<file path="config.mk">
export PLATFORM = sky130hd
export DESIGN_NAME = alu_op_sequencer
export DESIGN_NICKNAME = d
export VERILOG_FILES = /design/src/rtl/alu_seq_pkg.sv /design/src/rtl/alu_flag_calc.sv /design/src/rtl/alu_op_sequencer.sv
export SDC_FILE = /design/constraint.sdc
export NUM_CORES = 1
export LEC_CHECK = 0
export ABC_CLOCK_PERIOD_IN_PS = 9700
export BUFFER_PORTS_ARGS = -buffer_cell sky130_fd_sc_hd__buf_2
export CAP_MARGIN = 20
export CORE_AREA = 2 2 96 98
export DETAILED_ROUTE_END_ITERATION = 8
export DIE_AREA = 0 0 98 100
export GPL_ROUTABILITY_DRIVEN = 0
export GPL_TIMING_DRIVEN = 1
export PLACE_DENSITY_LB_ADDON = 0.1
export SLEW_MARGIN = 30
export SYNTH_ARGS = -nofsm -noshare
export SYNTH_HDL_FRONTEND = slang
export SYNTH_SLANG_ARGS = --single-unit
</file>
<file path="constraint.sdc">
create_clock -name i_clk -period 9.7 [get_ports i_clk]
set_input_delay 1.455 -clock i_clk [delete_from_list [all_inputs] [get_ports i_clk]]
set_output_delay 1.455 -clock i_clk [all_outputs]
set_load 0.02 [all_outputs]
</file>
<file path="src/rtl/alu_seq_pkg.sv">
// alu_seq_pkg: shared definitions for the ALU operation sequencer.
//   - opcode encodings for i_op
//   - sequencer state encoding
//   - bit positions inside the 11-bit ALU control word
//   - helpers that build the control word and the DB bus value for an opcode
package alu_seq_pkg;

  localparam logic [3:0] OP_ADC = 4'd0;
  localparam logic [3:0] OP_SBC = 4'd1;
  localparam logic [3:0] OP_AND = 4'd2;
  localparam logic [3:0] OP_ORA = 4'd3;
  localparam logic [3:0] OP_EOR = 4'd4;
  localparam logic [3:0] OP_LSR = 4'd5;
  localparam logic [3:0] OP_INC = 4'd6;
  localparam logic [3:0] OP_DEC = 4'd7;
  localparam logic [3:0] OP_CMP = 4'd8;

  typedef enum logic [1:0] {
    ST_IDLE  = 2'd0,
    ST_DRIVE = 2'd1,
    ST_DONE  = 2'd2
  } state_t;

  localparam int CTL_W        = 11;
  localparam int CTL_DB_ADD   = 10;
  localparam int CTL_DB_N_ADD = 9;
  localparam int CTL_ADL_ADD  = 8;
  localparam int CTL_0_ADD    = 7;
  localparam int CTL_SB_ADD   = 6;
  localparam int CTL_1_ADDC   = 5;
  localparam int CTL_SUMS     = 4;
  localparam int CTL_ANDS     = 3;
  localparam int CTL_EORS     = 2;
  localparam int CTL_ORS      = 1;
  localparam int CTL_SRS      = 0;

  function automatic logic op_is_legal(input logic [3:0] op);
    return (op <= OP_CMP);
  endfunction

  // Control word for one DRIVE cycle. The A input always comes from SB;
  // LSR and DEC leave every B select off so the ALU sees its precharged 0xFF.
  function automatic logic [CTL_W-1:0] ctl_word(input logic [3:0] op, input logic c);
    logic [CTL_W-1:0] w;
    w = {CTL_W{1'b0}};
    w[CTL_SB_ADD]  = 1'b1;
    w[CTL_ADL_ADD] = 1'b0;
    w[CTL_0_ADD]   = 1'b0;
    case (op)
      OP_ADC: begin w[CTL_DB_ADD]   = 1'b1; w[CTL_SUMS] = 1'b1; w[CTL_1_ADDC] = c;    end
      OP_SBC: begin w[CTL_DB_N_ADD] = 1'b1; w[CTL_SUMS] = 1'b1; w[CTL_1_ADDC] = c;    end
      OP_AND: begin w[CTL_DB_ADD]   = 1'b1; w[CTL_ANDS] = 1'b1;                       end
      OP_ORA: begin w[CTL_DB_ADD]   = 1'b1; w[CTL_ORS]  = 1'b1;                       end
      OP_EOR: begin w[CTL_DB_ADD]   = 1'b1; w[CTL_EORS] = 1'b1;                       end
      OP_LSR: begin w[CTL_SRS]      = 1'b1;                                           end
      OP_INC: begin w[CTL_DB_ADD]   = 1'b1; w[CTL_SUMS] = 1'b1; w[CTL_1_ADDC] = 1'b1; end
      OP_DEC: begin w[CTL_SUMS]     = 1'b1;                                           end
      OP_CMP: begin w[CTL_DB_N_ADD] = 1'b1; w[CTL_SUMS] = 1'b1; w[CTL_1_ADDC] = 1'b1; end
      default: w = {CTL_W{1'b0}};
    endcase
    return w;
  endfunction

  // DB carries the memory operand for two-operand ops; INC adds a zero B.
  function automatic logic [7:0] db_value(input logic [3:0] op, input logic [7:0] m);
    logic [7:0] v;
    case (op)
      OP_ADC, OP_SBC, OP_AND, OP_ORA, OP_EOR, OP_CMP: v = m;
      default: v = 8'h00;
    endcase
    return v;
  endfunction

endpackage

</file>
<file path="src/rtl/alu_flag_calc.sv">
// alu_flag_calc: ALU-independent reference result and C/V flags.
//   i_op, i_a, i_m, i_c : latched operation and operands
//   o_exp               : 9-bit expected result (bit 8 = carry out for sum ops)
//   o_c                 : expected carry (LSR carry is supplied by the ALU, not here)
//   o_v                 : expected overflow (ADC/SBC only)
module alu_flag_calc (
  input  logic [3:0] i_op,
  input  logic [7:0] i_a,
  input  logic [7:0] i_m,
  input  logic       i_c,
  output logic [8:0] o_exp,
  output logic       o_c,
  output logic       o_v
);
  import alu_seq_pkg::*;

  logic [7:0] w_b;
  logic       w_cin;
  logic [8:0] w_sum;

  // B operand and carry-in as the ALU would see them for each sum op.
  always_comb begin
    w_b   = 8'h00;
    w_cin = 1'b0;
    case (i_op)
      OP_ADC: begin w_b = i_m;  w_cin = i_c;  end
      OP_SBC: begin w_b = ~i_m; w_cin = i_c;  end
      OP_CMP: begin w_b = ~i_m; w_cin = 1'b1; end
      OP_INC: begin w_b = 8'h00; w_cin = 1'b1; end
      OP_DEC: begin w_b = 8'hFF; w_cin = 1'b0; end
      default: begin w_b = 8'h00; w_cin = 1'b0; end
    endcase
  end

  assign w_sum = {1'b0, i_a} + {1'b0, w_b} + {8'h00, w_cin};

  // Expected result and flags; carry passes through unchanged for non-arithmetic ops.
  always_comb begin
    o_exp = 9'h000;
    o_c   = i_c;
    o_v   = 1'b0;
    case (i_op)
      OP_ADC, OP_SBC: begin
        o_exp = w_sum;
        o_c   = w_sum[8];
        o_v   = (i_a[7] == w_b[7]) && (w_sum[7] != i_a[7]);
      end
      OP_CMP: begin
        o_exp = w_sum;
        o_c   = w_sum[8];
      end
      OP_INC, OP_DEC: o_exp = {1'b0, w_sum[7:0]};
      OP_AND: o_exp = {1'b0, i_a & i_m};
      OP_ORA: o_exp = {1'b0, i_a | i_m};
      OP_EOR: o_exp = {1'b0, i_a ^ i_m};
      OP_LSR: o_exp = {2'b00, i_a[7:1]};
      default: begin
        o_exp = 9'h000;
        o_c   = i_c;
        o_v   = 1'b0;
      end
    endcase
  end

endmodule

</file>
<file path="src/rtl/alu_op_sequencer.sv">
// alu_op_sequencer: turns a one-shot request into one cycle of ALU strobes,
// captures the ALU's ADD register and computes flags independently.
//   i_start/i_op/i_a/i_m/i_c : request, sampled only when idle
//   o_db/o_sb/o_alu_ctl      : bus values and strobes, live only in DRIVE
//   i_add/i_acr              : ALU hold register and carry
//   o_busy/o_done            : status; o_done is a one-cycle completion pulse
//   o_result/o_n/o_z/o_c/o_v : captured result and flags, held until next capture
//   o_write/o_error/o_mismatch : completion qualifiers, valid with o_done
module alu_op_sequencer #(
  parameter int CHECK_EN = 1
) (
  input  logic        i_clk,
  input  logic        i_reset,
  input  logic        i_start,
  input  logic [3:0]  i_op,
  input  logic [7:0]  i_a,
  input  logic [7:0]  i_m,
  input  logic        i_c,
  output logic [7:0]  o_db,
  output logic [7:0]  o_sb,
  output logic [10:0] o_alu_ctl,
  input  logic [7:0]  i_add,
  input  logic        i_acr,
  output logic        o_busy,
  output logic        o_done,
  output logic [7:0]  o_result,
  output logic        o_n,
  output logic        o_z,
  output logic        o_c,
  output logic        o_v,
  output logic        o_write,
  output logic        o_error,
  output logic        o_mismatch
);
  import alu_seq_pkg::*;

  localparam logic CHECK_ON = (CHECK_EN != 0);

  state_t      r_state;
  state_t      w_state_nxt;
  logic        w_start;
  logic        w_legal;

  logic [3:0]  r_op;
  logic [7:0]  r_a;
  logic [7:0]  r_m;
  logic        r_c_in;

  logic [7:0]  r_db;
  logic [7:0]  r_sb;
  logic [10:0] r_ctl;

  logic [7:0]  r_result;
  logic        r_n, r_z, r_c, r_v;
  logic        r_busy, r_done, r_write, r_error, r_mismatch;

  logic [8:0]  w_exp;
  logic        w_exp_c;
  logic        w_exp_v;

  assign w_start = (r_state == ST_IDLE) && i_start;
  assign w_legal = op_is_legal(i_op);

  // State register.
  always_ff @(posedge i_clk) begin
    if (i_reset) r_state <= ST_IDLE;
    else         r_state <= w_state_nxt;
  end

  // Next state: illegal ops skip DRIVE and complete straight away.
  always_comb begin
    w_state_nxt = r_state;
    case (r_state)
      ST_IDLE: begin
        if (i_start) begin
          if (w_legal) w_state_nxt = ST_DRIVE;
          else         w_state_nxt = ST_DONE;
        end else begin
          w_state_nxt = ST_IDLE;
        end
      end
      ST_DRIVE: w_state_nxt = ST_DONE;
      ST_DONE:  w_state_nxt = ST_IDLE;
      default:  w_state_nxt = ST_IDLE;
    endcase
  end

  // Request latch.
  always_ff @(posedge i_clk) begin
    if (i_reset) begin
      r_op   <= 4'h0;
      r_a    <= 8'h00;
      r_m    <= 8'h00;
      r_c_in <= 1'b0;
    end else if (w_start) begin
      r_op   <= i_op;
      r_a    <= i_a;
      r_m    <= i_m;
      r_c_in <= i_c;
    end
  end

  // Registered decode: strobes and buses are nonzero only during the DRIVE cycle.
  always_ff @(posedge i_clk) begin
    if (i_reset) begin
      r_ctl <= 11'h000;
      r_db  <= 8'h00;
      r_sb  <= 8'h00;
    end else if (w_start && w_legal) begin
      r_ctl <= ctl_word(i_op, i_c);
      r_db  <= db_value(i_op, i_m);
      r_sb  <= i_a;
    end else begin
      r_ctl <= 11'h000;
      r_db  <= 8'h00;
      r_sb  <= 8'h00;
    end
  end

  alu_flag_calc u_flag_calc (
    .i_op  (r_op),
    .i_a   (r_a),
    .i_m   (r_m),
    .i_c   (r_c_in),
    .o_exp (w_exp),
    .o_c   (w_exp_c),
    .o_v   (w_exp_v)
  );

  // Result capture at the edge ending DRIVE; ADD was latched on the DRIVE falling edge.
  // The ALU carry is used only for LSR, where it is the shifted-out bit.
  always_ff @(posedge i_clk) begin
    if (i_reset) begin
      r_result <= 8'h00;
      r_n      <= 1'b0;
      r_z      <= 1'b0;
      r_c      <= 1'b0;
      r_v      <= 1'b0;
    end else if (r_state == ST_DRIVE) begin
      r_result <= i_add;
      r_n      <= i_add[7];
      r_z      <= (i_add == 8'h00);
      r_c      <= (r_op == OP_LSR) ? i_acr : w_exp_c;
      r_v      <= w_exp_v;
    end
  end

  // Status and completion qualifiers.
  always_ff @(posedge i_clk) begin
    if (i_reset) begin
      r_busy     <= 1'b0;
      r_done     <= 1'b0;
      r_write    <= 1'b0;
      r_error    <= 1'b0;
      r_mismatch <= 1'b0;
    end else begin
      r_busy     <= (w_state_nxt != ST_IDLE);
      r_done     <= (w_state_nxt == ST_DONE);
      r_write    <= (r_state == ST_DRIVE) && (r_op != OP_CMP);
      r_error    <= w_start && !w_legal;
      r_mismatch <= CHECK_ON && (r_state == ST_DRIVE) && (i_add != w_exp[7:0]);
    end
  end

  assign o_db       = r_db;
  assign o_sb       = r_sb;
  assign o_alu_ctl  = r_ctl;
  assign o_busy     = r_busy;
  assign o_done     = r_done;
  assign o_result   = r_result;
  assign o_n        = r_n;
  assign o_z        = r_z;
  assign o_c        = r_c;
  assign o_v        = r_v;
  assign o_write    = r_write;
  assign o_error    = r_error;
  assign o_mismatch = r_mismatch;

endmodule

</file>
After elaboration in Yosys (flattened, before gate mapping)

Cells that the tools add are included.

Add/sub/neg operators: 2
$lt $le $gt $ge: 1
Equal/unequal tests: 22
Multiplexer cells: 18
Bitwise logic cells: 6
Reductions and logical operators: 26

Operator list:

| cell                                                            | number |
|---|---|
| 8-bit one-hot mux with 6 select lines                           | 1 |
| 4-bit by 3-bit == test with 1-bit output, second input constant | 8 |
| 8-bit one-hot mux with 3 select lines                           | 1 |
| 4-bit by 2-bit == test with 1-bit output, second input constant | 4 |
| 2-bit OR reduction                                              | 8 |
| 1-bit 2-to-1 mux                                                | 11 |
| 5-bit OR reduction                                              | 2 |
| 8-bit by 8-bit adder with 9-bit output                          | 1 |
| 9-bit by 1-bit adder with 9-bit output                          | 1 |
| 9-bit OR reduction                                              | 1 |
| 8-bit AND                                                       | 1 |
| 4-bit by 1-bit == test with 1-bit output, second input constant | 2 |
| 4-bit == test, second input constant                            | 2 |
| 4-bit zero test                                                 | 2 |
| 8-bit zero test                                                 | 1 |
| 8-bit != test                                                   | 1 |
| 8-bit NOT                                                       | 1 |
| 8-bit bitwise OR                                                | 1 |
| 8-bit XOR                                                       | 1 |
| 1-bit logical AND                                               | 6 |
| 3-bit OR reduction                                              | 2 |
| 6-bit OR reduction                                              | 1 |
| 4-bit <= comparator, second input constant                      | 1 |
| 2-bit 2-to-1 mux                                                | 2 |
| other kinds (11)                                                | 13 |

Register bits after elaboration: 67
Input port bits: 33
Logic and storage cells: 93

Logic depth before layout (Yosys ltp)

Gate-level depths: netlist of the first run.

Depth in word-level cells: 8
Depth in mapped cells: 17
Depth with buffers taken out: 15

By module

A second synthesis of the first run with hierarchy kept.

Cells, all modules: 411
Area, all modules: 3462.1 um2

Modules (own cells, without submodules):

| module           | times used | cells an instance | area each (um2) | sequential area each (um2) |
|---|---|---|---|---|
| alu_op_sequencer | 1          | 244               | 2279.7          | 1281.2 |
| alu_flag_calc    | 1          | 167               | 1182.4          | 0.0 |

Worst setup path after synthesis of the first run

OpenSTA, ideal clock, no wires.

Path kind: register to register
Start point: register r_op[0]
End point: register r_mismatch, in the netlist o_mismatch
Arrival time: 3239 ps
Setup slack: 6326 ps
Cell stages (with the launch flop): 18
Period minus slack after synthesis: 3374 ps
Cells stage by stage: dfxtp_1 > clkbuf_1 > buf_1 > clkbuf_1 > nor2_1 > a21oi_1 > nor2_1 > nor2_1 > fa_1 > inv_1 > fa_1 > nand3_1 > a21boi_0 > o21a_1 > or3_1 > a31oi_1 > xor2_1 > a41oi_1

Cells in the longest elaborated chain, start to end: 8
Elaborated cells between the ends (all ways): 21

RTL lines:

| what                                                                      | RTL line                                 | RTL |
|---|---|---|
| start, declared                                                           | alu_op_sequencer.sv:44                   | `logic [3:0] r_op;` |
| start signal, assigned                                                    | alu_op_sequencer.sv:96                   | `r_op <= i_op;` |
| 4-bit by 1-bit == test with 1-bit output or 4-bit == test (tied branches) | alu_flag_calc.sv:25, alu_flag_calc.sv:42 |  |
| 2-bit OR reduction (no line)                                              | --                                       |  |
| 8-bit one-hot mux with 3 select lines                                     | alu_flag_calc.sv:25                      | `case (i_op)` |
| 8-bit by 8-bit adder with 9-bit output                                    | alu_flag_calc.sv:35                      | `assign w_sum = {1'b0, i_a} + {1'b0, w_b} + {8'h00, w_cin};` |
| 9-bit by 1-bit adder with 9-bit output                                    | alu_flag_calc.sv:35                      |  |
| 8-bit one-hot mux with 6 select lines *                                   | alu_flag_calc.sv:42                      | `case (i_op)` |
| 8-bit != test *                                                           | alu_op_sequencer.sv:161                  | `r_mismatch <= CHECK_ON && (r_state == ST_DRIVE) && (i_add != w_exp[7:0]);` |
| 1-bit logical AND *                                                       | alu_op_sequencer.sv:161                  |  |
| end signal, assigned                                                      | alu_op_sequencer.sv:161                  |  |
| end, declared                                                             | alu_op_sequencer.sv:55                   | `logic r_busy, r_done, r_write, r_error, r_mismatch;` |

Mark *: on every way between the ends. The rest lies on a longest branch, timed or not.
A chain may end at the register's enable or synchronous reset.

Final worst setup path of the first run

Start point: register r_op[1]
End point: register r_mismatch, in the netlist o_mismatch

The elaborated chain is that of the path after synthesis.

==> results of run 1 <==
## metal layers
metal | vias to the layer above | share of wire (%)
met5 | - | 0
met4 | 0 | 1.5
met3 | 13 | 6.3
met2 | 107 | 43
met1 | 1370 | 49
li1 | 1534 | -
## power breakdown
part	switching [W]	internal, W	leakage, nW
combinational	0.0000784	0.0000545	1.13
sequential	0.0000137	0.000274	0.522
clock	0.000106	0.0000912	0.0821
## worst min-delay path, delay by kind of cell (launching register included)
family	cells	cell delay, ps
simple gates	1	50
compound gates	1	50
flops	1	310
## flip-flops by register name, indices dropped and copies added, names as in the netlist, 2 cells and up
| name | count |
|---|---|
| o_alu_ctl | 9 |
| o_db | 8 |
| o_result | 8 |
| o_sb | 8 |
| r_a | 8 |
| r_m | 8 |
| r_op | 4 |
| r_state | 2 |
## metrics by stage
step	cells	area (µm²)	hold WS, ps
finish	580	3950	451.7
CTS	580	3950	453.7
global placement	565	3781	439.6
floorplan	408	3410	453.6
global route	580	3950	485.8
detailed placement	565	3787	443.9
## layout by cell type, fill, tap and decap left out, types with 3 or more instances in the layout
cell / Yosys / routed
sky130_fd_sc_hd__o21ai_0: 12 / 12
sky130_fd_sc_hd__clkbuf_8: 0 / 9
sky130_fd_sc_hd__nor2b_1: 3 / 3
sky130_fd_sc_hd__o32ai_1: 7 / 7
sky130_fd_sc_hd__nand2_1: 67 / 67
sky130_fd_sc_hd__nand2b_1: 9 / 9
sky130_fd_sc_hd__inv_1: 21 / 21
sky130_fd_sc_hd__buf_2: 0 / 74
sky130_fd_sc_hd__xnor2_1: 8 / 8
sky130_fd_sc_hd__ha_1: 23 / 23
sky130_fd_sc_hd__nand3_1: 3 / 3
sky130_fd_sc_hd__nor3_1: 5 / 5
sky130_fd_sc_hd__a221oi_1: 3 / 3
sky130_fd_sc_hd__xor2_1: 6 / 6
sky130_fd_sc_hd__or2_2: 3 / 3
sky130_fd_sc_hd__nor2_1: 19 / 19
sky130_fd_sc_hd__o21a_1: 3 / 3
sky130_fd_sc_hd__a211oi_1: 6 / 6
sky130_fd_sc_hd__dfxtp_1: 64 / 64
sky130_fd_sc_hd__a21oi_1: 45 / 45
sky130_fd_sc_hd__and3_1: 8 / 8
sky130_fd_sc_hd__a22oi_1: 10 / 10
sky130_fd_sc_hd__a31oi_1: 4 / 4
sky130_fd_sc_hd__o22ai_1: 4 / 4
sky130_fd_sc_hd__nor3b_1: 5 / 4
sky130_fd_sc_hd__and2_1: 9 / 9
## path summary, 6_finish.rpt
path               start          end  slack (ps)  depth (start not counted)
min          o_result[4]  o_result[4]         450                          2
min reg2reg  o_result[4]  o_result[4]         450                          2
max reg2reg      r_op[1]   o_mismatch        5980                         14
max              r_op[1]   o_mismatch        5980                         14
## logic make-up (layout without fill, tap and decap cells)
| logic type | after synthesis | count (layout) | share of synthesized area, % |
|---|---|---|---|
| compound gates | 111 | 111 | 21.57 |
| xor+xnor | 14 | 14 | 3.600 |
| fa+ha+maj | 25 | 25 | 9.625 |
| buf+inv | 50 | 111 | 6.723 |
| flops | 64 | 64 | 37.62 |
| mux | 2 | 2 | 0.5878 |
| other cells | 1 | 2 | 0.1101 |
| simple gates | 140 | 140 | 20.17 |
## area by class of cell
cell class	count	area, µm²
clock buffer	10	127.6
clock inverter	5	35.03
fill	942	4940
inverter	21	78.83
multi-input combinational	294	1911
sequential	64	1281
tap	111	138.9
timing repair buffer	75	377.9
==> reports/results.md, run 1 <==
| Parameter | Value | Unit |
|:---|:---|:---|
| Number of setup buffers added after CTS | 0 | - |
| Syn avg cell area | 8.368 | µm² |
| Max Freq | 269.2 | MHz |
| Worst IR Drop VDD | 0.07075 | mV |
| Initial standard-cell utilization of the core | 38.31 | % |
| Chip Width | 98 | µm |
| Core box area | 0.008890 | mm² |
| Gr ovfl total | 0 | - |
| Number of hold violations in the final report | 0 | - |
| Final HPWL from detailed placement | 6.227 | mm |
| Category of the critical setup timing path | reg2reg | - |
| Port Buf Inserts | 74 | - |
| Unique masters post-synth | 50 | - |
| Critical Path Source Type | flip-flop | - |
| Post-synth top cells | sky130_fd_sc_hd__nand2_1 (67), sky130_fd_sc_hd__dfxtp_1 (64), sky130_fd_sc_hd__a21oi_1 (45) | - |
| Area delta synth->final | 15.98 | % |
| Dominant cell type by area after synthesis | sky130_fd_sc_hd__dfxtp_1 | - |
| Yosys top cell area share | 37.62 | % |
| Register bit total from synthesis | 64 | - |
| # hold bufs at CTS | 0 | - |
| Buffer and inverter count on the worst path | 1 | - |
| Number of rows in the core area | 35 | - |
| Static Leak | 1.734 | nW |
| Instance count of the mapped netlist | 407 | - |
| Async set-or-reset flop fraction in the synthesized netlist | 0 | % |
| Largest fanout of any net on the critical path | 19 | - |
| Die area | 0.009800 | mm² |
| Most used routing layer in global routing | met2 | - |
| Via count of the first global-routing pass | 2865 | - |
| Critical Path End Type | flip-flop | - |
| Number of diodes added for antenna fixing | 0 | - |
| Total clock sinks | 64 | - |
| Wire length after detailed routing | 8.579 | mm |
| H-tree lvl count | 3 | - |
| Global-route wire length before repair | 14.19 | mm |
| Cell mode on critical path | sky130_fd_sc_hd__fa_1 | - |
| Count of unresolved DRC violations after routing | 0 | - |
| Number of resized instances in the post-cts repair step | 0 | - |
| Sum of negative setup slack | 0 | ps |
| Average wire per standard cell | 14.79 | µm |
| Top-count cell post-synth | sky130_fd_sc_hd__nand2_1 | - |
| Top-Level Pins | 77 | - |
| Worst rel slew slack | 39.58 | % |
| Clock Skew | 7.563 | ps |
| Setup repair after global routing missed its margin | false | - |
| Die span in y | 100 | µm |
| Avg Vias per Cell | 5.214 | - |
| Clock-pin slew on the worst setup and hold paths | 70 | ps |
| Critical-path cell with the highest stage delay | sky130_fd_sc_hd__or2_2 | - |
| Number of warnings printed during yosys synthesis | 0 | - |
| Clock root cell | sky130_fd_sc_hd__clkbuf_8 | - |
| Total power | 0.0006179 | W |
| Antenna violations before repair | 0 | - |
| Final Cycle Share | 38.30 | % |
| Power per unit of standard cell area | 156.4 | mW/mm² |
| Final setup violation count | 0 | - |
| Overall fraction of global-route tracks in use | 18.03 | % |
| Share of the yosys chip area belonging to registers | 37.62 | % |
| Time the final worst path needs with I/O delays and setup | 3715 | ps |
| Critical path's top delay family | simple AND/OR/NAND/NOR gates | - |
| Net total in the final layout | 523 | - |
| Min-delay worst type | reg2reg | - |
| Clock tree from TritonCTS | yes | - |
| Largest cells by area after synthesis | sky130_fd_sc_hd__dfxtp_1 (38%), sky130_fd_sc_hd__ha_1 (8.4%), sky130_fd_sc_hd__nand2_1 (7.4%) | - |
| Worst slew pin tran | 904.1 | ps |
| Crit path arrival time | 3920 | ps |
| Detailed router's first-iteration violation count | 236 | - |
| Met2 GRT Util | 26.98 | % |
| Ratio of cells with drive above 1 in the final layout | 20.68 | % |
| Flip-flop cell with the highest count after synthesis | sky130_fd_sc_hd__dfxtp_1 | - |
| Antenna Nets Post-Route | 0 | - |
| Stage delay of the slowest cell on the critical path | 490 | ps |
| Required time worst endpoint | 9910 | ps |
| Number of buffers created by CTS | 9 | - |
| Utilization after layout | 44.43 | % |
| Final count of pins violating max slew | 0 | - |
| Outcome | finished, final reports clean | - |
| Fraction of met1 tracks used by global routing | 25.04 | % |
| Detailed-router iteration count before antenna repair | 5 | - |
| DP Worst Slack | 6084 | ps |
| Later-pin clock latency in the skew report | 340 | ps |
| Combined area of all synthesized cells | 0.003406 | mm² |
| Worst path setup slack after routing | 5985 | ps |
| Max Buffers Root-to-Sink | 2 | - |
| Total number of vias | 3024 | - |
| Number of enable flip-flop cells after synthesis | 0 | - |
| GR met3 Demand/Resource | 4.666 | % |
| Largest net degree at the start of global routing | 39 | - |
| List of cells traversed by the critical path | or2_2 -> nor2_1 -> a22oi_1 -> o32a_1 -> fa_1 -> inv_1 -> fa_1 -> nand3_1 -> nand2_1 -> xor2_1 -> a222oi_1 -> xnor2_1 -> nor4b_2 -> a41oi_1 | - |
| Number of maximum-capacitance violations | 0 | - |
Note: power is estimated with default switching activity, not from simulation.
==> inputs of run 2 (changes only) <==
--- a/config.mk
+++ b/config.mk
@@ -5,12 +5,13 @@
 export SDC_FILE = /design/constraint.sdc
 export NUM_CORES = 1
 export LEC_CHECK = 0
-export ABC_CLOCK_PERIOD_IN_PS = 9700
+export ABC_AREA = 1
+export ABC_CLOCK_PERIOD_IN_PS = 3050
 export BUFFER_PORTS_ARGS = -buffer_cell sky130_fd_sc_hd__buf_2
 export CAP_MARGIN = 20
-export CORE_AREA = 2 2 96 98
+export CORE_AREA = 2 2 95 97
 export DETAILED_ROUTE_END_ITERATION = 8
-export DIE_AREA = 0 0 98 100
+export DIE_AREA = 0 0 97 99
 export GPL_ROUTABILITY_DRIVEN = 0
 export GPL_TIMING_DRIVEN = 1
 export PLACE_DENSITY_LB_ADDON = 0.1
==> constraint.sdc (replaced) <==
create_clock -name i_clk -period 3.05 [get_ports i_clk]
set_input_delay 0.4575 -clock i_clk [delete_from_list [all_inputs] [get_ports i_clk]]
set_output_delay 0.4575 -clock i_clk [all_outputs]
set_load 0.02 [all_outputs]
==> reports/results.md, run 2 <==
| Parameter | Value | Unit | vs previous |
|:---|:---|:---|:---|
| Detailed-router iteration count before antenna repair | 4 | - | was 5 |
| Final Cycle Share | 87.95 | % | was 38.30% |
| Die area | 0.009603 | mm² | was 0.009800 mm² |
| Largest fanout of any net on the critical path | 7 | - | was 19 |
| Flip-flop cell with the highest count after synthesis | sky130_fd_sc_hd__dfxtp_1 | - | unchanged |
| Largest cells by area after synthesis | sky130_fd_sc_hd__dfxtp_1 (38%), sky130_fd_sc_hd__nand2_1 (9.2%), sky130_fd_sc_hd__ha_1 (8.6%) | - | was sky130_fd_sc_hd__dfxtp_1 (38%), sky130_fd_sc_hd__ha_1 (8.4%), sky130_fd_sc_hd__nand2_1 (7.4%) |
| Number of hold violations in the final report | 0 | - | unchanged |
| Sequential Area | 0.001285 | mm² | was 0.001281 mm² |
| Largest net degree at the start of global routing | 43 | - | was 39 |
| Max Buffers Root-to-Sink | 2 | - | unchanged |
| Antenna Nets Post-Route | 0 | - | unchanged |
| Area occupied by multi-input gates | 0.001733 | mm² | was 0.001911 mm² |
| Number of warnings printed during yosys synthesis | 0 | - | unchanged |
| Max FFs per register | 9 | - | unchanged |
| Ratio of cells with drive above 1 in the final layout | 22.46 | % | was 20.68% |
| Final HPWL from detailed placement | 6.418 | mm | was 6.227 mm |
| Multiplexer share of the synthesized area | 0 | % | was 0.5878% |
| Post-Synth Adder-Cell Area | 9.798 | % | was 9.625% |
| Syn avg cell area | 7.195 | µm² | was 8.368 µm² |
| Worst reg-to-reg path cell count | 21 | - | was 14 |
| Combined area of all synthesized cells | 0.003346 | mm² | was 0.003406 mm² |
| Yosys top cell area share | 38.29 | % | was 37.62% |
| Area share of and/or/nand/nor cells after synthesis | 25.28 | % | was 20.17% |
| Fraction of met1 tracks used by global routing | 23.97 | % | was 25.04% |
| Category of the critical setup timing path | reg2reg | - | unchanged |
| Total number of vias | 3036 | - | was 3024 |
| Power per unit of standard cell area | 543.2 | mW/mm² | was 156.4 mW/mm² |
| Critical Path Source Type | flip-flop | - | unchanged |
| Chip Width | 97 | µm | was 98 µm |
| Total clock sinks | 64 | - | unchanged |
| Final setup violation count | 0 | - | unchanged |
| Avg Vias per Cell | 4.600 | - | was 5.214 |
| Register-to-register setup slack | 370 | ps | was 5980 ps |
| Detailed router's first-iteration violation count | 95 | - | was 236 |
| Leading cell types in the layout, fill and taps excluded | sky130_fd_sc_hd__nand2_1 (81), sky130_fd_sc_hd__buf_2 (74), sky130_fd_sc_hd__inv_1 (69), sky130_fd_sc_hd__dfxtp_1 (61), sky130_fd_sc_hd__nor2_1 (51) | - | was sky130_fd_sc_hd__buf_2 (74), sky130_fd_sc_hd__nand2_1 (67), sky130_fd_sc_hd__dfxtp_1 (64), sky130_fd_sc_hd__a21oi_1 (45), sky130_fd_sc_hd__ha_1 (23) |
| Clock Skew | 6.463 | ps | was 7.563 ps |
| Outcome | finished, final reports clean | - | unchanged |
| Time the final worst path needs with I/O delays and setup | 2682 | ps | was 3715 ps |
| Share of the yosys chip area belonging to registers | 38.29 | % | was 37.62% |
| Crit path arrival time | 2910 | ps | was 3920 ps |
| Number of buffers created by CTS | 9 | - | unchanged |
| Clock-pin slew on the worst setup and hold paths | 70 | ps | about the same |
| Number of enable flip-flop cells after synthesis | 0 | - | unchanged |
| Unique masters post-synth | 35 | - | was 50 |
| Most common cell after layout, fill and taps aside | sky130_fd_sc_hd__nand2_1 | - | was sky130_fd_sc_hd__buf_2 |
| Instance count of the mapped netlist | 465 | - | was 407 |
| Launch instance of the worst register-to-register path | r_op[0] | - | was r_op[1] |
| Average wire per standard cell | 12.00 | µm | was 14.79 µm |
| Gr ovfl total | 0 | - | unchanged |
| Final count of pins violating max slew | 0 | - | unchanged |
| Port Buf Inserts | 74 | - | unchanged |
| Die span in y | 99 | µm | was 100 µm |
| Net total in the final layout | 605 | - | was 523 |
| Clock tree from TritonCTS | yes | - | unchanged |
| Register bit total from synthesis | 64 | - | unchanged |
| Wire length after detailed routing | 7.923 | mm | was 8.579 mm |
| Combinational family with the most area after synthesis | simple AND/OR/NAND/NOR gates | - | was compound AO/OA/AOI/OAI gates |
| Count of unresolved DRC violations after routing | 0 | - | unchanged |
| Async set-or-reset flop fraction in the synthesized netlist | 0 | % | unchanged |
| Area delta synth->final | 22.55 | % | was 15.98% |
| Global-route wire length before repair | 13.53 | mm | was 14.19 mm |
| Worst reg2reg path endpoint | o_mismatch | - | unchanged |
| Post-synth top cells | sky130_fd_sc_hd__nand2_1 (82), sky130_fd_sc_hd__inv_1 (69), sky130_fd_sc_hd__dfxtp_1 (64) | - | was sky130_fd_sc_hd__nand2_1 (67), sky130_fd_sc_hd__dfxtp_1 (64), sky130_fd_sc_hd__a21oi_1 (45) |
| Number of rows in the core area | 34 | - | was 35 |
| Max Freq | 372.8 | MHz | was 269.2 MHz |
| Most used routing layer in global routing | met2 | - | unchanged |
| Xor and xnor fraction of the mapped netlist area | 0.2618 | % | was 3.600% |
| Top-Level Pins | 77 | - | unchanged |
| Worst hold margin | 337.9 | ps | was 451.7 ps |
| Antenna violations before repair | 0 | - | unchanged |
| H-tree lvl count | 3 | - | unchanged |
| Count of fill cells added during filler insertion | 908 | - | was 942 |
| Via count of the first global-routing pass | 2911 | - | was 2865 |
| Origin of the worst setup path | r_op[0] | - | was r_op[1] |
| Critical Path End Type | flip-flop | - | unchanged |
| GR met3 Demand/Resource | 4.610 | % | was 4.666% |
| Number of diodes added for antenna fixing | 0 | - | unchanged |
| Number of placed cells counting well taps | 642 | - | was 565 |
| Required time worst endpoint | 3270 | ps | was 9910 ps |
| Top-count cell post-synth | sky130_fd_sc_hd__nand2_1 | - | unchanged |
| Core box area | 0.008551 | mm² | was 0.008890 mm² |
| Non-filler instance count after layout | 660 | - | was 580 |
| Synthesized-area fraction occupied by ao, oa, aoi and oai cells | 15.74 | % | was 21.57% |
| Min-delay worst type | in2reg | - | was reg2reg |
| Later-pin clock latency in the skew report | 340 | ps | about the same |
| Sum of negative setup slack | 0 | ps | unchanged |
| Overall fraction of global-route tracks in use | 17.36 | % | was 18.03% |
| CP endpoint | o_mismatch | - | unchanged |
| Setup repair after global routing missed its margin | false | - | unchanged |
| Met2 GRT Util | 26.23 | % | was 26.98% |
| Static Leak | 2.127 | nW | was 1.734 nW |
| Worst IR Drop VDD | 0.2697 | mV | was 0.07075 mV |
| Clock root cell | sky130_fd_sc_hd__clkbuf_8 | - | unchanged |
| Dominant cell type by area after synthesis | sky130_fd_sc_hd__dfxtp_1 | - | unchanged |
| Number of maximum-capacitance violations | 0 | - | unchanged |
| Initial standard-cell utilization of the core | 39.13 | % | was 38.31% |
## run 2: area by class of cell
class	count	area share [%]
inverters	73	6.683
clock inverters	6	2.258
multi-input cells	314	42.26
flip-flops and latches	64	31.34
clock buffers	10	3.113
repair buffers	85	11.05
well taps	108	3.296
## run 2: routing by layer
layer	wire [µm]	part of all wire (%)
met1	4105	52
met3	375	4.7
met2	3329	42
met4	112	1.4
met5	0	0
## run 2: kinds of logic (layout without fill, tap and decap cells)
family | after synthesis | after routing
DFF | 64 | 64
adders and majority gates | 25 | 25
and+or+nand+nor | 187 | 187
other | 1 | 2
AOI/OAI and AO/OA | 99 | 99
xor gates and xnor gates | 1 | 1
buffers and inverters | 88 | 174
## run 2: worst min path at each step
stage | end | from | depth (start not counted)
after floorplan | r_m[0] | r_m[0] | 2
after global placement | o_z | o_z | 2
after detailed placement | o_z | o_z | 2
after CTS | o_db[1] | i_m[1] | 3
after global routing | o_db[5] | i_m[5] | 3
final | o_sb[7] | i_a[7] | 3
## run 2: power breakdown
part	internal [W]	total (W)	switching, W
registers	0.000881	0.000916	0.0000357
clock network	0.000464	0.000808	0.000344
logic	0.000193	0.000502	0.000309
total	0.00154	0.00223	0.000689
## run 2: stage by stage
stage                     instance area (µm²)  total power, W  setup slack (ps)  utilization (%)
after floorplan                          3349        0.001289             248.2                -
after global placement                   3845        0.001423             264.5            44.97
after detailed placement                 3845        0.001429             183.1            44.97
after CTS                                4065        0.002256             157.7            47.54
after global routing                     4100        0.002384             22.44            47.95
final                                    4100        0.002227             367.6            47.95
## run 2: worst max-delay path, stage by stage (launching register included)
cell and delay [ps]:
sky130_fd_sc_hd__dfxtp_2 360, sky130_fd_sc_hd__nor2_4 130, sky130_fd_sc_hd__inv_2 60, sky130_fd_sc_hd__nor3_1 150, sky130_fd_sc_hd__buf_4 180, sky130_fd_sc_hd__a21oi_1 90
sky130_fd_sc_hd__fa_1 390, sky130_fd_sc_hd__inv_1 100, sky130_fd_sc_hd__fa_2 200, sky130_fd_sc_hd__nand2_1 80, sky130_fd_sc_hd__nand2_2 90, sky130_fd_sc_hd__nand3b_1 90
sky130_fd_sc_hd__nand2_1 70, sky130_fd_sc_hd__nand2_1 60, sky130_fd_sc_hd__nand3_1 90, sky130_fd_sc_hd__nand2_1 60, sky130_fd_sc_hd__nand2_1 60, sky130_fd_sc_hd__nand2_1 40
sky130_fd_sc_hd__nor2_1 90, sky130_fd_sc_hd__nand2_1 50, sky130_fd_sc_hd__nor2_1 90, sky130_fd_sc_hd__nor2_1 40
## run 2: repair_timing
item | in CTS | in global routing
gates resized for setup | 0 | 9
endpoints found under the setup margin | 0 | 2
setup buffers | 0 | 2
hold endpoints to repair | 0 | 0
hold buffers | 0 | 0
